==> src/rtl/hood_display.sv <==
// -----------------------------------------------------------------------------
// hood_display
//   Display stage of the range hood. Shows one of four pages on an
//   8-digit multiplexed 7-segment panel. The panel is scanned as two
//   4-digit groups driven together. All displayed values are frozen at
//   the start of each scan frame, so one frame never mixes old and new data.
//
//   Optional feature macro: HOOD_DISP_BLINK_EN. When it is defined, the
//   panel blinks while remind=1. When it is not defined, remind is ignored.
//
// Parameters
//   SCAN_DIV   clocks per digit slot
//   BLINK_DIV  clocks per blink half-period (HOOD_DISP_BLINK_EN only)
//
// Ports
//   clk, reset            system clock, synchronous active-high reset
//   power_on              0 blanks the panel and holds the scan at frame start
//   page_btn              debounced level; each rising edge advances the page
//   cur_hour/min/second   wall-clock time (page 0)
//   work_hours/minutes    cumulative work time (page 1)
//   state_smoke_lvl       smoke/mode level (page 2)
//   countsecond           cleaning countdown (page 2)
//   hand_time             gesture-switch time (page 3)
//   remind                cleaning-reminder flag (blink source)
//   seg_en                digit enables, bit7 = leftmost position
//   seg_left/seg_right    segments {a..g,dp} for positions 0-3 / 4-7
//   page                  current page register
// -----------------------------------------------------------------------------
module hood_display #(
    parameter int SCAN_DIV  = 100000,
    parameter int BLINK_DIV = 50000000
) (
    input  logic       clk,
    input  logic       reset,
    input  logic       power_on,
    input  logic       page_btn,
    input  logic [5:0] cur_hour,
    input  logic [5:0] cur_min,
    input  logic [5:0] cur_second,
    input  logic [5:0] work_hours,
    input  logic [5:0] work_minutes,
    input  logic [3:0] state_smoke_lvl,
    input  logic [5:0] countsecond,
    input  logic [5:0] hand_time,
    input  logic       remind,
    output logic [7:0] seg_en,
    output logic [7:0] seg_left,
    output logic [7:0] seg_right,
    output logic [1:0] page
);

    localparam int              DIV_W    = (SCAN_DIV > 1) ? $clog2(SCAN_DIV) : 1;
    localparam logic [DIV_W-1:0] DIV_LAST = DIV_W'(SCAN_DIV - 1);
    localparam logic [7:0]       SEG_DASH  = 8'h02;
    localparam logic [7:0]       SEG_BLANK = 8'h00;

    typedef struct packed {
        logic [5:0] hour;
        logic [5:0] minute;
        logic [5:0] second;
        logic [5:0] work_h;
        logic [5:0] work_m;
        logic [3:0] lvl;
        logic [5:0] cnt;
        logic [5:0] hand;
        logic [1:0] page;
    } snap_t;

    function automatic logic [7:0] digit_code(input logic [3:0] d);
        case (d)
            4'd0:    digit_code = 8'hFC;
            4'd1:    digit_code = 8'h60;
            4'd2:    digit_code = 8'hDA;
            4'd3:    digit_code = 8'hF2;
            4'd4:    digit_code = 8'h66;
            4'd5:    digit_code = 8'hB6;
            4'd6:    digit_code = 8'hBE;
            4'd7:    digit_code = 8'hE0;
            4'd8:    digit_code = 8'hFE;
            4'd9:    digit_code = 8'hF6;
            default: digit_code = SEG_BLANK;
        endcase
    endfunction

    // The inputs never exceed 63, so every field has exactly two digits.
    function automatic logic [15:0] two_digits(input logic [5:0] v);
        two_digits = {digit_code(4'(v / 6'd10)), digit_code(4'(v % 6'd10))};
    endfunction

    logic [DIV_W-1:0] div_q, div_d;
    logic [1:0]       idx_q, idx_d;
    logic [1:0]       page_q, page_d;
    logic             btn_prev_q;
    snap_t            snap_q, snap_d;
    logic [7:0]       seg_en_q, seg_en_d;
    logic [7:0]       seg_left_q, seg_left_d;
    logic [7:0]       seg_right_q, seg_right_d;
    logic             frame_start;
    logic [63:0]      row;
    logic [5:0]       lsb_left, lsb_right;

`ifdef HOOD_DISP_BLINK_EN
    localparam int              BLK_W    = (BLINK_DIV > 1) ? $clog2(BLINK_DIV) : 1;
    localparam logic [BLK_W-1:0] BLK_LAST = BLK_W'(BLINK_DIV - 1);

    logic [BLK_W-1:0] blink_cnt_q, blink_cnt_d;
    logic             blink_phase_q, blink_phase_d;

    // Clearing the counter whenever remind is low means that each reminder
    // starts with a visible half-period.
    always_comb begin
        blink_cnt_d   = blink_cnt_q + 1'b1;
        blink_phase_d = blink_phase_q;
        if (!remind) begin
            blink_cnt_d   = '0;
            blink_phase_d = 1'b0;
        end else if (blink_cnt_q == BLK_LAST) begin
            blink_cnt_d   = '0;
            blink_phase_d = ~blink_phase_q;
        end
    end

    always_ff @(posedge clk) begin
        if (reset) begin
            blink_cnt_q   <= '0;
            blink_phase_q <= 1'b0;
        end else begin
            blink_cnt_q   <= blink_cnt_d;
            blink_phase_q <= blink_phase_d;
        end
    end
`else
    logic unused_remind;
    assign unused_remind = remind;
`endif

    // NOTE: every signal written in this block gets a default first. That
    // way no path leaves a value unassigned, and no latch is inferred.
    always_comb begin
        div_d  = div_q + 1'b1;
        idx_d  = idx_q;
        page_d = page_q;
        snap_d = snap_q;

        if (!power_on) begin
            // Power off holds the scan at frame start, so a new snapshot is
            // taken every cycle.
            div_d = '0;
            idx_d = 2'd0;
        end else if (div_q == DIV_LAST) begin
            div_d = '0;
            idx_d = idx_q + 2'd1;
        end

        // Page edges are ignored while the hood is off, but the page is kept.
        if (power_on && page_btn && !btn_prev_q)
            page_d = page_q + 2'd1;

        // The snapshot takes page_q. A page edge on this same cycle
        // therefore shows from the next frame.
        frame_start = (idx_q == 2'd0) && (div_q == '0);
        if (frame_start) begin
            snap_d.hour   = cur_hour;
            snap_d.minute = cur_min;
            snap_d.second = cur_second;
            snap_d.work_h = work_hours;
            snap_d.work_m = work_minutes;
            snap_d.lvl    = state_smoke_lvl;
            snap_d.cnt    = countsecond;
            snap_d.hand   = hand_time;
            snap_d.page   = page_q;
        end

        // Decoding from snap_d means the first slot of a frame already shows
        // the data just captured. Every slot of a frame uses one snapshot.
        // row holds pos0 in [63:56] and pos7 in [7:0].
        case (snap_d.page)
            2'd0: row = {two_digits(snap_d.hour), SEG_DASH, two_digits(snap_d.minute),
                         SEG_DASH, two_digits(snap_d.second)};
            2'd1: row = {digit_code(4'd1), SEG_DASH, two_digits(snap_d.work_h),
                         SEG_DASH, two_digits(snap_d.work_m), SEG_BLANK};
            2'd2: row = {digit_code(4'd2), SEG_DASH,
                         (snap_d.lvl >= 4'd10) ? SEG_DASH : digit_code(snap_d.lvl),
                         SEG_BLANK, SEG_BLANK, SEG_DASH, two_digits(snap_d.cnt)};
            default: row = {digit_code(4'd3), SEG_DASH, {4{SEG_BLANK}},
                            two_digits(snap_d.hand)};
        endcase

        // Slot k shows pos k and pos k+4. Their byte offsets are 7-k and 3-k,
        // which are {1,~k} and {0,~k} for k in 0..3.
        lsb_left  = {1'b1, ~idx_q, 3'b000};
        lsb_right = {1'b0, ~idx_q, 3'b000};

        seg_en_d    = 8'b1000_1000 >> idx_q;
        seg_left_d  = row[lsb_left +: 8];
        seg_right_d = row[lsb_right +: 8];
`ifdef HOOD_DISP_BLINK_EN
        if (remind && blink_phase_q)
            seg_en_d = '0;
`endif
        if (!power_on) begin
            seg_en_d    = '0;
            seg_left_d  = '0;
            seg_right_d = '0;
        end
    end

    // NOTE: state registers use non-blocking assignments. Then every
    // register samples its pre-edge value, whatever order the lines are in.
    always_ff @(posedge clk) begin
        if (reset) begin
            div_q       <= '0;
            idx_q       <= 2'd0;
            page_q      <= 2'd0;
            btn_prev_q  <= 1'b0;
            snap_q      <= '0;
            seg_en_q    <= '0;
            seg_left_q  <= '0;
            seg_right_q <= '0;
        end else begin
            div_q       <= div_d;
            idx_q       <= idx_d;
            page_q      <= page_d;
            btn_prev_q  <= page_btn;
            snap_q      <= snap_d;
            seg_en_q    <= seg_en_d;
            seg_left_q  <= seg_left_d;
            seg_right_q <= seg_right_d;
        end
    end

    assign seg_en    = seg_en_q;
    assign seg_left  = seg_left_q;
    assign seg_right = seg_right_q;
    assign page      = page_q;

endmodule

==> config.mk <==
export PLATFORM = sky130hd
export DESIGN_NAME = hood_display
export DESIGN_NICKNAME = d
export VERILOG_FILES = /design/src/rtl/hood_display.sv
export SDC_FILE = /design/constraint.sdc
export NUM_CORES = 1
export LEC_CHECK = 0
export CORE_ASPECT_RATIO = 1.2
export CORE_UTILIZATION = 40
export DETAILED_ROUTE_END_ITERATION = 8
export HOLD_SLACK_MARGIN = 0.06
export MAX_ROUTING_LAYER = met4
export PLACE_DENSITY = 0.67
export SYNTH_ARGS = -nofsm -noshare
export SYNTH_HDL_FRONTEND = slang
export SYNTH_SLANG_ARGS = --single-unit
==> constraint.sdc <==
create_clock -name clk -period 8.05 [get_ports clk]
set_clock_uncertainty 0.05 [all_clocks]
set_input_delay 1.2075 -clock clk [delete_from_list [all_inputs] [get_ports clk]]
set_output_delay 1.2075 -clock clk [all_outputs]
set_load 0.02 [all_outputs]
==> summary.md, run 1 <==
| Metric | Value |
|---|---|
| CP startpoint kind | `flop` |
| Cell Pwr Density | `187 nW/um^2` |
| Number of global-route vias before repair | `9479` |
| # IOs | `77` |
| Final nets | `1507` |
| Detailed placement HPWL | `21800 um` |
| Initial antenna violation count | `1` |
| RSZ-0062 raised after global routing | `false` |
| Post-synthesis sequential area ratio | `17.9%` |
| Num CTS Buffers | `9` |
| Post-CTS Setup Bufs | `0` |
| Seq cells post-synth | `88` |
| Post-route ant nets | `0` |
| Starting DRT DRC Count | `633` |
| Top-area cell type share of the netlist area | `17.9%` |
| Total track usage | `23.4%` |
| Die height | `174 um` |
| CP most frequent cell | `a21oi_1` |
| Port Buffers | `73` |
| Clk_lat worst skew | `0.36 ns` |
| Maximum root-to-sink buffer count | `2` |
| Initial core utilization | `41.0%` |
| CP Class | `flop to flop` |
| Pre-CTS setup slack | `1.74 ns` |
| Slew @ Worst Pin | `1.24 ns` |
| Setup-failing EPs final | `0` |
| Type of the worst min-delay path | `flop to flop` |
| First-pass GRT wire length | `46500 um` |
| Max stage delay on crit path | `0.75 ns` |
| Type of destination of the critical path | `flop` |
| Worst-path clk slew | `0.07 ns` |
| Max cap viols | `0` |
| Total negative slack | `0 ns` |
| Critical path depth in cells | `22` |
| Drt drc | `0` |
| Main flop type after synthesis | `dfxtp_1` |
| Cells after synthesis | `1315` |
| Pleak | `4.67 nW` |
| Share of cells above drive strength 1 | `7.23%` |
| CP Data Required Time | `8.22 ns` |
| Clock sink count | `88` |
| Top-count cell post-synth | `nand2_1` |
| Mapped Area | `9850 sq um` |
| Fin crit period | `6.46 ns` |
| Post-synth ARST share | `0%` |
| H-tree depth | `3` |
| Chip Width | `145 um` |
| Multi-input gate area | `7490 sq um` |
| Die area | `25300 sq um` |
| Wire per inst | `17.0 um` |
| Gpl congestion | `0.939` |
| Synth top area cells | `dfxtp_1 18%, ha_1 13%, nand2_1 5.7%` |
| F_max | `0.155 GHz` |
| Pre-Repair DR Iteration Count | `5` |
| Final wirelength | `28600 um` |
| TritonCTS clock tree | `yes` |
| Delay-heaviest family, CP | `compound AO/OA/AOI/OAI gates` |
| Worst EP arrival | `6.63 ns` |
| CTS resizes | `0` |
| Reg2reg end | `seg_right[3]` |
| CORE AREA | `24000 sq um` |
| Power consumption | `0.00206 W` |
| Top post-synthesis cells by count | `150 x nand2_1, 132 x nor2_1, 106 x ha_1` |
| Largest net degree at the start of global routing | `54` |
| Avg Cell Area, Syn | `7.49 sq um` |
| CP Cell Sequence | `inv_1, ha_1, and2_1, and4_1, nand2_2, mux2i_1, ha_1, a21oi_1, a22oi_1, a21oi_1, o22ai_2, a21oi_1, nor2_1, xor2_1, inv_1, ha_1, nor2_1, a21oi_1, o32ai_1, a211oi_1, o31ai_1, o221ai_1` |
| Final worst slack | `1.59 ns` |
| Row cnt | `62` |
| Fill cells | `2464` |
| CP startpoint | `idx_q[0]` |
| Synth unique cells | `106` |
| Buf/Inv on CP | `2` |
| Status | `finished, final reports clean` |
| Hold Vio Cnt, Final | `0` |
| Critical Path End | `seg_right[3]` |
| Via count | `9785` |
| Area grow syn2layout | `12.4%` |
| Fin crit share | `80.2%` |
| Synth area leader | `dfxtp_1` |
| Number of enable flip-flop cells after synthesis | `0` |
| Hold_buf cts | `0` |
| Worst slew margin | `16.0%` |
| Area occupied by registers | `1760 sq um` |
| CP max stage cell | `dfxtp_1` |
| Worst R2R Start | `idx_q[0]` |
| Synth warn | `0` |
| R2r setup slk | `1.59 ns` |
| Overflow after GRT | `0` |
| Clk root buf | `clkbuf_16` |
| Reg2reg path depth | `22` |
| Max rail drop VDD | `0.118 mV` |
| Pins Over Slew Limit | `0` |
| Post-DR vias/cell | `5.84` |
| Crit Path Max Fanout | `25` |
## power by group
part	switching, W	internal, W	total, W
registers	0.0000156	0.000463	0.000479
logic	0.000673	0.000430	0.00110
clock network	0.000200	0.000283	0.000483
## sequential cells by signal, summed over array words and instances, names as in the netlist
name / count
btn_prev_q: 1
div_q: 17
idx_q: 2
page: 2
seg_en: 4
seg_left: 7
seg_right: 7
snap_q: 48
## final cells by class
type / count / area share [%]
Clock inverter: 4 / 0.689
Multi-Input combinational cell: 1090 / 67.7
Inverter: 79 / 2.68
Clock buffer: 12 / 2.23
Antenna cell: 1 / 0.0226
Timing Repair Buffer: 82 / 7.17
Tap cell: 320 / 3.62
Sequential cell: 88 / 15.9
## worst register-to-register path: stages (launching register included)
cell and delay [ns]:
dfxtp_1 0.75, inv_1 0.38, ha_1 0.34, and2_1 0.20, and4_1 0.22, nand2_2 0.57, mux2i_1 0.31, ha_1 0.18
a21oi_1 0.05, a22oi_1 0.42, a21oi_1 0.17, o22ai_2 0.51, a21oi_1 0.12, nor2_1 0.33, xor2_1 0.31, inv_1 0.13
ha_1 0.23, nor2_1 0.11, a21oi_1 0.05, o32ai_1 0.27, a211oi_1 0.17, o31ai_1 0.30, o221ai_1 0.14
## per-stage QoR
stage               hold WS [ns]  instances  area, sq um  utilization, %
floorplan                  0.391       1316         9850               -
global placement           0.411       1659        10700            44.7
detailed placement         0.423       1659        10700            44.7
CTS                        0.439       1675        11100            46.0
global route               0.491       1676        11100            46.0
finish                     0.433       1676        11100            46.0
## worst min-delay path by stage
stage / end / start / cells past startpoint
after floorplan: div_q[0] / div_q[0] / 1
after global placement: div_q[0] / div_q[0] / 1
after detailed placement: div_q[0] / div_q[0] / 1
after CTS: div_q[0] / div_q[0] / 1
after global routing: div_q[11] / div_q[11] / 2
final: div_q[0] / div_q[0] / 1
## cells in the final DEF, fill, tap and decap left out, types with 10 or more instances in the layout
master / count
nand2_1: 150
nor2_1: 132
ha_1: 106
o21ai_0: 89
dfxtp_1: 88
a21oi_1: 82
clkdlybuf4s50_1: 72
inv_1: 71
nand3_1: 61
mux2i_1: 54
nor3_1: 28
and2_1: 20
a211oi_1: 19
a31oi_1: 18
nand2b_1: 16
mux2_2: 15
o211ai_1: 14
xor2_1: 14
o21ai_1: 13
o31ai_1: 12
and3_1: 12
a22oi_1: 10
a221oi_1: 10
## routing by layer
layer / vias to the layer above / GRT usage (%) / part of all wire [%]
met4: 0 / 11.6 / 3.7
met5: - / - / 0
met2: 263 / 41.0 / 50
li1: 4862 / - / -
met1: 4598 / 25.8 / 41
met3: 62 / 3.28 / 4.9
## logic make-up after synthesis
group           synth area share (%)
compound gates                  29.4
xor+xnor                        2.21
fa+ha+maj                       13.5
buf+inv                         6.16
flops                           17.9
mux                             7.74
other cells                   0.0381
simple gates                    23.1
(Power assumes the default switching activity.)
==> inputs of run 2 (changes only) <==
==> constraint.sdc (replaced) <==
create_clock -name clk -period 6.55 [get_ports clk]
set_clock_uncertainty 0.05 [all_clocks]
set_input_delay 0.9825 -clock clk [delete_from_list [all_inputs] [get_ports clk]]
set_output_delay 0.9825 -clock clk [all_outputs]
set_load 0.02 [all_outputs]
==> summary.md, run 2 (synthesis gave the netlist of run 1 again) <==
| Metric | Value |
|---|---|
| Type of the worst min-delay path | `flop to flop (unchanged)` |
| Multi-input gate area | `7490 sq um (unchanged)` |
| Fin crit share | `83.5% (was 80.2%)` |
| Starting DRT DRC Count | `611 (was 633)` |
| Worst-path clk slew | `0.08 ns (was 0.07 ns)` |
| Drt drc | `0 (unchanged)` |
| CORE AREA | `24000 sq um (unchanged)` |
| Post-CTS Setup Bufs | `0 (unchanged)` |
| Pre-Repair DR Iteration Count | `5 (unchanged)` |
| TritonCTS clock tree | `yes (unchanged)` |
| Initial antenna violation count | `1 (unchanged)` |
| Int Pwr | `0.00144 W (was 0.00118 W)` |
| Row cnt | `62 (unchanged)` |
| Clock sink count | `88 (unchanged)` |
| F_max | `0.183 GHz (was 0.155 GHz)` |
| Crit Path Max Fanout | `16 (was 25)` |
| CTS resizes | `0 (unchanged)` |
| Commonest non-fill, non-tap cell in the layout | `nand2_1 (unchanged)` |
| Worst EP arrival | `5.64 ns (was 6.63 ns)` |
| Largest register by flop count | `snap_q (unchanged)` |
| Area grow syn2layout | `13.5% (was 12.4%)` |
| Clock network power share | `23.6% (was 23.4%)` |
| Pre-CTS setup slack | `1.17 ns (was 1.74 ns)` |
| Num CTS Buffers | `9 (unchanged)` |
| RSZ-0062 raised after global routing | `false (unchanged)` |
| Max cap viols | `0 (unchanged)` |
| Largest net degree at the start of global routing | `54 (unchanged)` |
| Fin crit period | `5.47 ns (was 6.46 ns)` |
| Number of global-route vias before repair | `9411 (was 9479)` |
| CP Data Required Time | `6.72 ns (was 8.22 ns)` |
| Slew @ Worst Pin | `1.12 ns (was 1.24 ns)` |
| Clk_lat worst skew | `0.37 ns (was 0.36 ns)` |
| Worst slew margin | `24.3% (was 16.0%)` |
| Hold Vio Cnt, Final | `0 (unchanged)` |
| Final nets | `1521 (was 1507)` |
| Post-DR vias/cell | `5.85 (was 5.84)` |
| Overflow after GRT | `0 (unchanged)` |
| Final wirelength | `28800 um (was 28600 um)` |
| Hold_buf cts | `0 (unchanged)` |
| Max rail drop VDD | `0.151 mV (was 0.118 mV)` |
| First-pass GRT wire length | `46700 um (was 46500 um)` |
| Initial core utilization | `41.0% (unchanged)` |
| Area occupied by registers | `1760 sq um (unchanged)` |
| Commonest cells after routing, fill and taps aside | `150 x nand2_1, 132 x nor2_1, 106 x ha_1, 89 x o21ai_0, 88 x dfxtp_1 (unchanged)` |
| H-tree depth | `3 (unchanged)` |
| Via count | `9885 (was 9785)` |
| Clk root buf | `clkbuf_16 (unchanged)` |
| NetSw | `0.00111 W (was 0.000889 W)` |
| Total negative slack | `0 ns (unchanged)` |
| Biggest regs | `snap_q (48), div_q (17) (unchanged)` |
| Die height | `174 um (unchanged)` |
| Setup-failing EPs final | `0 (unchanged)` |
| Number of flip-flops in the largest register | `48 (unchanged)` |
| Pins Over Slew Limit | `0 (unchanged)` |
| # IOs | `77 (unchanged)` |
| CP startpoint kind | `flop (unchanged)` |
| Post-route ant nets | `0 (unchanged)` |
| Share of cells above drive strength 1 | `8.33% (was 7.23%)` |
| Port Buffers | `73 (unchanged)` |
| Sw Share | `43.5% (was 43.0%)` |
| Util after Layout | `46.5% (was 46.0%)` |
| Detailed placement HPWL | `22100 um (was 21800 um)` |
| Status | `finished, final reports clean (unchanged)` |
| Sequential Power Share | `23.0% (was 23.2%)` |
| Combinational group share of total power | `53.4% (about the same)` |
| Cell Pwr Density | `229 nW/um^2 (was 187 nW/um^2)` |
| Final worst slack | `1.08 ns (was 1.59 ns)` |
| Chip Width | `145 um (unchanged)` |
| Total track usage | `23.5% (was 23.4%)` |
| Wire per inst | `17.0 um (about the same)` |
| Pleak | `4.74 nW (was 4.67 nW)` |
| Fill cells | `2433 (was 2464)` |
| Maximum root-to-sink buffer count | `2 (unchanged)` |
| Type of destination of the critical path | `flop (unchanged)` |
| CP Class | `flop to flop (unchanged)` |
| Die area | `25300 sq um (unchanged)` |
| Gpl congestion | `0.932 (was 0.939)` |
==> run 2: final timing paths <==
path,slack [ns],start,depth (start not counted),to
setup / recovery,1.08,idx_q[1],20,seg_right[3]
hold / removal,0.45,div_q[0],1,div_q[0]
hold reg to reg,0.45,div_q[0],1,div_q[0]
setup reg to reg,1.08,idx_q[1],20,seg_right[3]
==> run 2: critical path, stage by stage (launching register included) <==
cell	delay, ns
dfxtp_1	0.41
inv_1	0.09
ha_1	0.18
and2_1	0.16
and4_1	0.64
nand3_1	0.19
nand2_1	0.20
inv_1	0.14
ha_1	0.29
o32a_1	0.37
o21bai_1	0.46
inv_1	0.16
nor2_1	0.35
xor2_1	0.31
inv_1	0.10
ha_1	0.26
and3_1	0.17
o21bai_1	0.12
a31oi_1	0.11
a311oi_1	0.34
o221ai_1	0.19
==> run 2: stage by stage <==
| step | hold slack, ns | area (sq um) | total power (W) | instances |
|---|---|---|---|---|
| after global routing | 0.483 | 11200 | 0.00274 | 1690 |
| after detailed placement | 0.421 | 10900 | 0.00195 | 1673 |
| after global placement | 0.410 | 10900 | 0.00193 | 1673 |
| after CTS | 0.462 | 11200 | 0.00256 | 1689 |
| after floorplan | 0.391 | 9850 | 0.00161 | 1316 |
| final | 0.448 | 11200 | 0.00255 | 1690 |
==> run 2: routing by layer <==
| layer | vias up | GRT usage [%] | part of all wire, % |
|---|---|---|---|
| li1 | 4877 | - | - |
| met1 | 4704 | 26.0 | 41 |
| met2 | 252 | 42.4 | 51 |
| met3 | 52 | 2.44 | 4.0 |
| met4 | 0 | 10.6 | 3.5 |
| met5 | - | - | 0 |
==> run 2: power groups by stage <==
stage	Sequential, W	Clock (W)	Combinational [W]
final	0.000588	0.000602	0.00136
after global routing	0.000592	0.000630	0.00151
after CTS	0.000588	0.000616	0.00136
after detailed placement	0.000600	0	0.00135
after global placement	0.000600	0	0.00133
after floorplan	0.000611	0	0.00100
==> run 2: layout make-up <==
cell class / instances / share of cell area (%)
Antenna cell: 1 / 0.0224
Clock buffer: 9 / 2.01
Tap cell: 320 / 3.58
Multi-Input combinational cell: 1090 / 67.0
Inverter: 79 / 2.65
Sequential cell: 88 / 15.8
Clock inverter: 7 / 0.918
Timing Repair Buffer: 96 / 8.03
==> inputs of run 3 (changes only) <==
==> constraint.sdc (replaced) <==
create_clock -name clk -period 5.7 [get_ports clk]
set_clock_uncertainty 0.05 [all_clocks]
set_input_delay 0.855 -clock clk [delete_from_list [all_inputs] [get_ports clk]]
set_output_delay 0.855 -clock clk [all_outputs]
set_load 0.02 [all_outputs]
==> summary.md, run 3 (synthesis gave the netlist of run 1 again) <==
| Metric | Value |
|---|---|
| Worst R2R Start | `idx_q[1] (unchanged)` |
| Slew @ Worst Pin | `1.22 ns (was 1.12 ns)` |
| Ant. Diodes | `0 (was 1)` |
| Largest net degree at the start of global routing | `35 (was 54)` |
| Fin Hold WS | `0.428 ns (was 0.448 ns)` |
| Critical path depth in cells | `23 (was 20)` |
| CTS resizes | `0 (unchanged)` |
| Initial core utilization | `41.0% (unchanged)` |
| Share of cells above drive strength 1 | `8.81% (was 8.33%)` |
| Total negative slack | `0 ns (unchanged)` |
| Worst slew margin | `17.7% (was 24.3%)` |
| Final wirelength | `29000 um (was 28800 um)` |
| Initial antenna violation count | `0 (was 1)` |
| CP Cell Sequence | `inv_1, ha_1, and2_1, and4_1, buf_12, nand3_1, and2_1, mux2i_2, ha_1, o21ai_1, and2_1, o211a_1, or2_4, o31a_2, inv_1, ha_1, a21oi_1, o21ai_0, nand3_1, o21ai_0, a211oi_1, a311oi_1, nand3_1 (was inv_1, ha_1, and2_1, and4_1, nand3_1, nand2_1, inv_1, ha_1, o32a_1, o21bai_1, inv_1, nor2_1, xor2_1, inv_1, ha_1, and3_1, o21bai_1, a31oi_1, a311oi_1, o221ai_1)` |
| Worst-path clk slew | `0.08 ns (about the same)` |
| F_max | `0.190 GHz (was 0.183 GHz)` |
| Num CTS Buffers | `9 (unchanged)` |
| Delay-heaviest family, CP | `simple AND/OR/NAND/NOR gates (unchanged)` |
| Die area | `25300 sq um (unchanged)` |
| Detailed placement HPWL | `22300 um (was 22100 um)` |
| CP Data Required Time | `5.87 ns (was 6.72 ns)` |
| Total track usage | `23.4% (was 23.5%)` |
| Reg2reg path depth | `23 (was 20)` |
| Area grow syn2layout | `13.9% (was 13.5%)` |
| Pre-Repair DR Iteration Count | `5 (unchanged)` |
| Biggest regs | `snap_q (48), div_q (17) (unchanged)` |
| H-tree depth | `3 (unchanged)` |
| Number of flip-flops in the largest register | `48 (unchanged)` |
| Type of the worst min-delay path | `flop to flop (unchanged)` |
| Reg2reg end | `seg_left[1] (was seg_right[3])` |
| Hold_buf cts | `0 (unchanged)` |
| Clk root buf | `clkbuf_16 (unchanged)` |
| Port Buffers | `73 (unchanged)` |
| Chip Width | `145 um (unchanged)` |
| Fin crit share | `92.2% (was 83.5%)` |
| Status | `finished, final reports clean (unchanged)` |
| CP startpoint kind | `flop (unchanged)` |
| Max cap viols | `0 (unchanged)` |
| Hold Vio Cnt, Final | `0 (unchanged)` |
| Fill cells | `2415 (was 2433)` |
| R2r setup slk | `0.44 ns (was 1.08 ns)` |
| Commonest cells after routing, fill and taps aside | `150 x nand2_1, 131 x nor2_1, 106 x ha_1, 89 x o21ai_0, 88 x dfxtp_1 (was 150 x nand2_1, 132 x nor2_1, 106 x ha_1, 89 x o21ai_0, 88 x dfxtp_1)` |
| Crit Path Max Fanout | `21 (was 16)` |
| CP Class | `flop to flop (unchanged)` |
| Cell Pwr Density | `260 nW/um^2 (was 229 nW/um^2)` |
| Row cnt | `62 (unchanged)` |
| Number of global-route vias before repair | `9446 (was 9411)` |
| Post-CTS Setup Bufs | `0 (unchanged)` |
| First-pass GRT wire length | `46700 um (about the same)` |
| Die height | `174 um (unchanged)` |
| CORE AREA | `24000 sq um (unchanged)` |
| Via count | `9908 (was 9885)` |
| Clock sink count | `88 (unchanged)` |
| Buf/Inv on CP | `3 (was 4)` |
| Worst EP arrival | `5.43 ns (was 5.64 ns)` |
| Largest register by flop count | `snap_q (unchanged)` |
| Setup-failing EPs final | `0 (unchanged)` |
| Hold path startpoint | `div_q[0] (unchanged)` |
| Pleak | `4.76 nW (was 4.74 nW)` |
| Post-route ant nets | `0 (unchanged)` |
| Pins Over Slew Limit | `0 (unchanged)` |
| Overflow after GRT | `0 (unchanged)` |
| Max rail drop VDD | `0.155 mV (was 0.151 mV)` |
| Starting DRT DRC Count | `540 (was 611)` |
| Drt drc | `0 (unchanged)` |
| Critical Path End | `seg_left[1] (was seg_right[3])` |
| CP startpoint | `idx_q[1] (unchanged)` |
| Type of destination of the critical path | `flop (unchanged)` |
| Fin crit period | `5.26 ns (was 5.47 ns)` |
| Final nets | `1526 (was 1521)` |
| Maximum root-to-sink buffer count | `2 (unchanged)` |
| RSZ-0062 raised after global routing | `false (unchanged)` |
| Clk_lat worst skew | `0.37 ns (about the same)` |
| CP max stage cell | `dfxtp_1 (was and4_1)` |
| Commonest non-fill, non-tap cell in the layout | `nand2_1 (unchanged)` |
| Wire per inst | `17.1 um (was 17.0 um)` |
| Post-DR vias/cell | `5.85 (about the same)` |
| Gpl congestion | `0.941 (was 0.932)` |
| TritonCTS clock tree | `yes (unchanged)` |
| Max stage delay on crit path | `0.50 ns (was 0.64 ns)` |
| # IOs | `77 (unchanged)` |
## run 3: per-layer routing
layer  routed length [um]  GRT usage [%]
met1                12000           25.8
met2                15000           42.7
met3                 1130           2.41
met4                  866           10.0
met5                    0              -
## run 3: worst min path at each step
stage / end / slack [ns] / cells after the start
3_3_place_gp: div_q[0] / 0.41 / 1
2_1_floorplan: div_q[0] / 0.39 / 1
4_1_cts: div_q[0] / 0.44 / 1
6_report: div_q[0] / 0.43 / 1
5_1_grt: div_q[0] / 0.46 / 1
3_5_place_dp: div_q[0] / 0.42 / 1
## run 3: report_power, final
part	switching (W)	leakage [nW]	internal [W]
clock network	0.000308	0.146	0.000350
logic	0.000961	3.89	0.000626
registers	0.0000215	0.723	0.000654
## run 3: area by class of cell
| type | count | area, sq um | area share [%] |
|---|---|---|---|
| Clock buffer | 9 | 225 | 2.01 |
| Multi-Input combinational cell | 1090 | 7500 | 66.9 |
| Timing Repair Buffer | 101 | 948 | 8.46 |
| Clock inverter | 7 | 85.1 | 0.759 |
| Tap cell | 320 | 400 | 3.57 |
| Inverter | 79 | 297 | 2.64 |
| Sequential cell | 88 | 1760 | 15.7 |
## run 3: metrics by stage
step	worst slack [ns]	utilization [%]	std cells	cell area (sq um)	total power, W
after floorplan	0.0594	-	1316	9850	0.00185
after global placement	0.499	45.3	1678	10900	0.00222
after detailed placement	0.445	45.3	1678	10900	0.00225
after CTS	0.423	46.6	1694	11200	0.00292
after global routing	0.0735	46.6	1694	11200	0.00313
final	0.445	46.6	1694	11200	0.00292
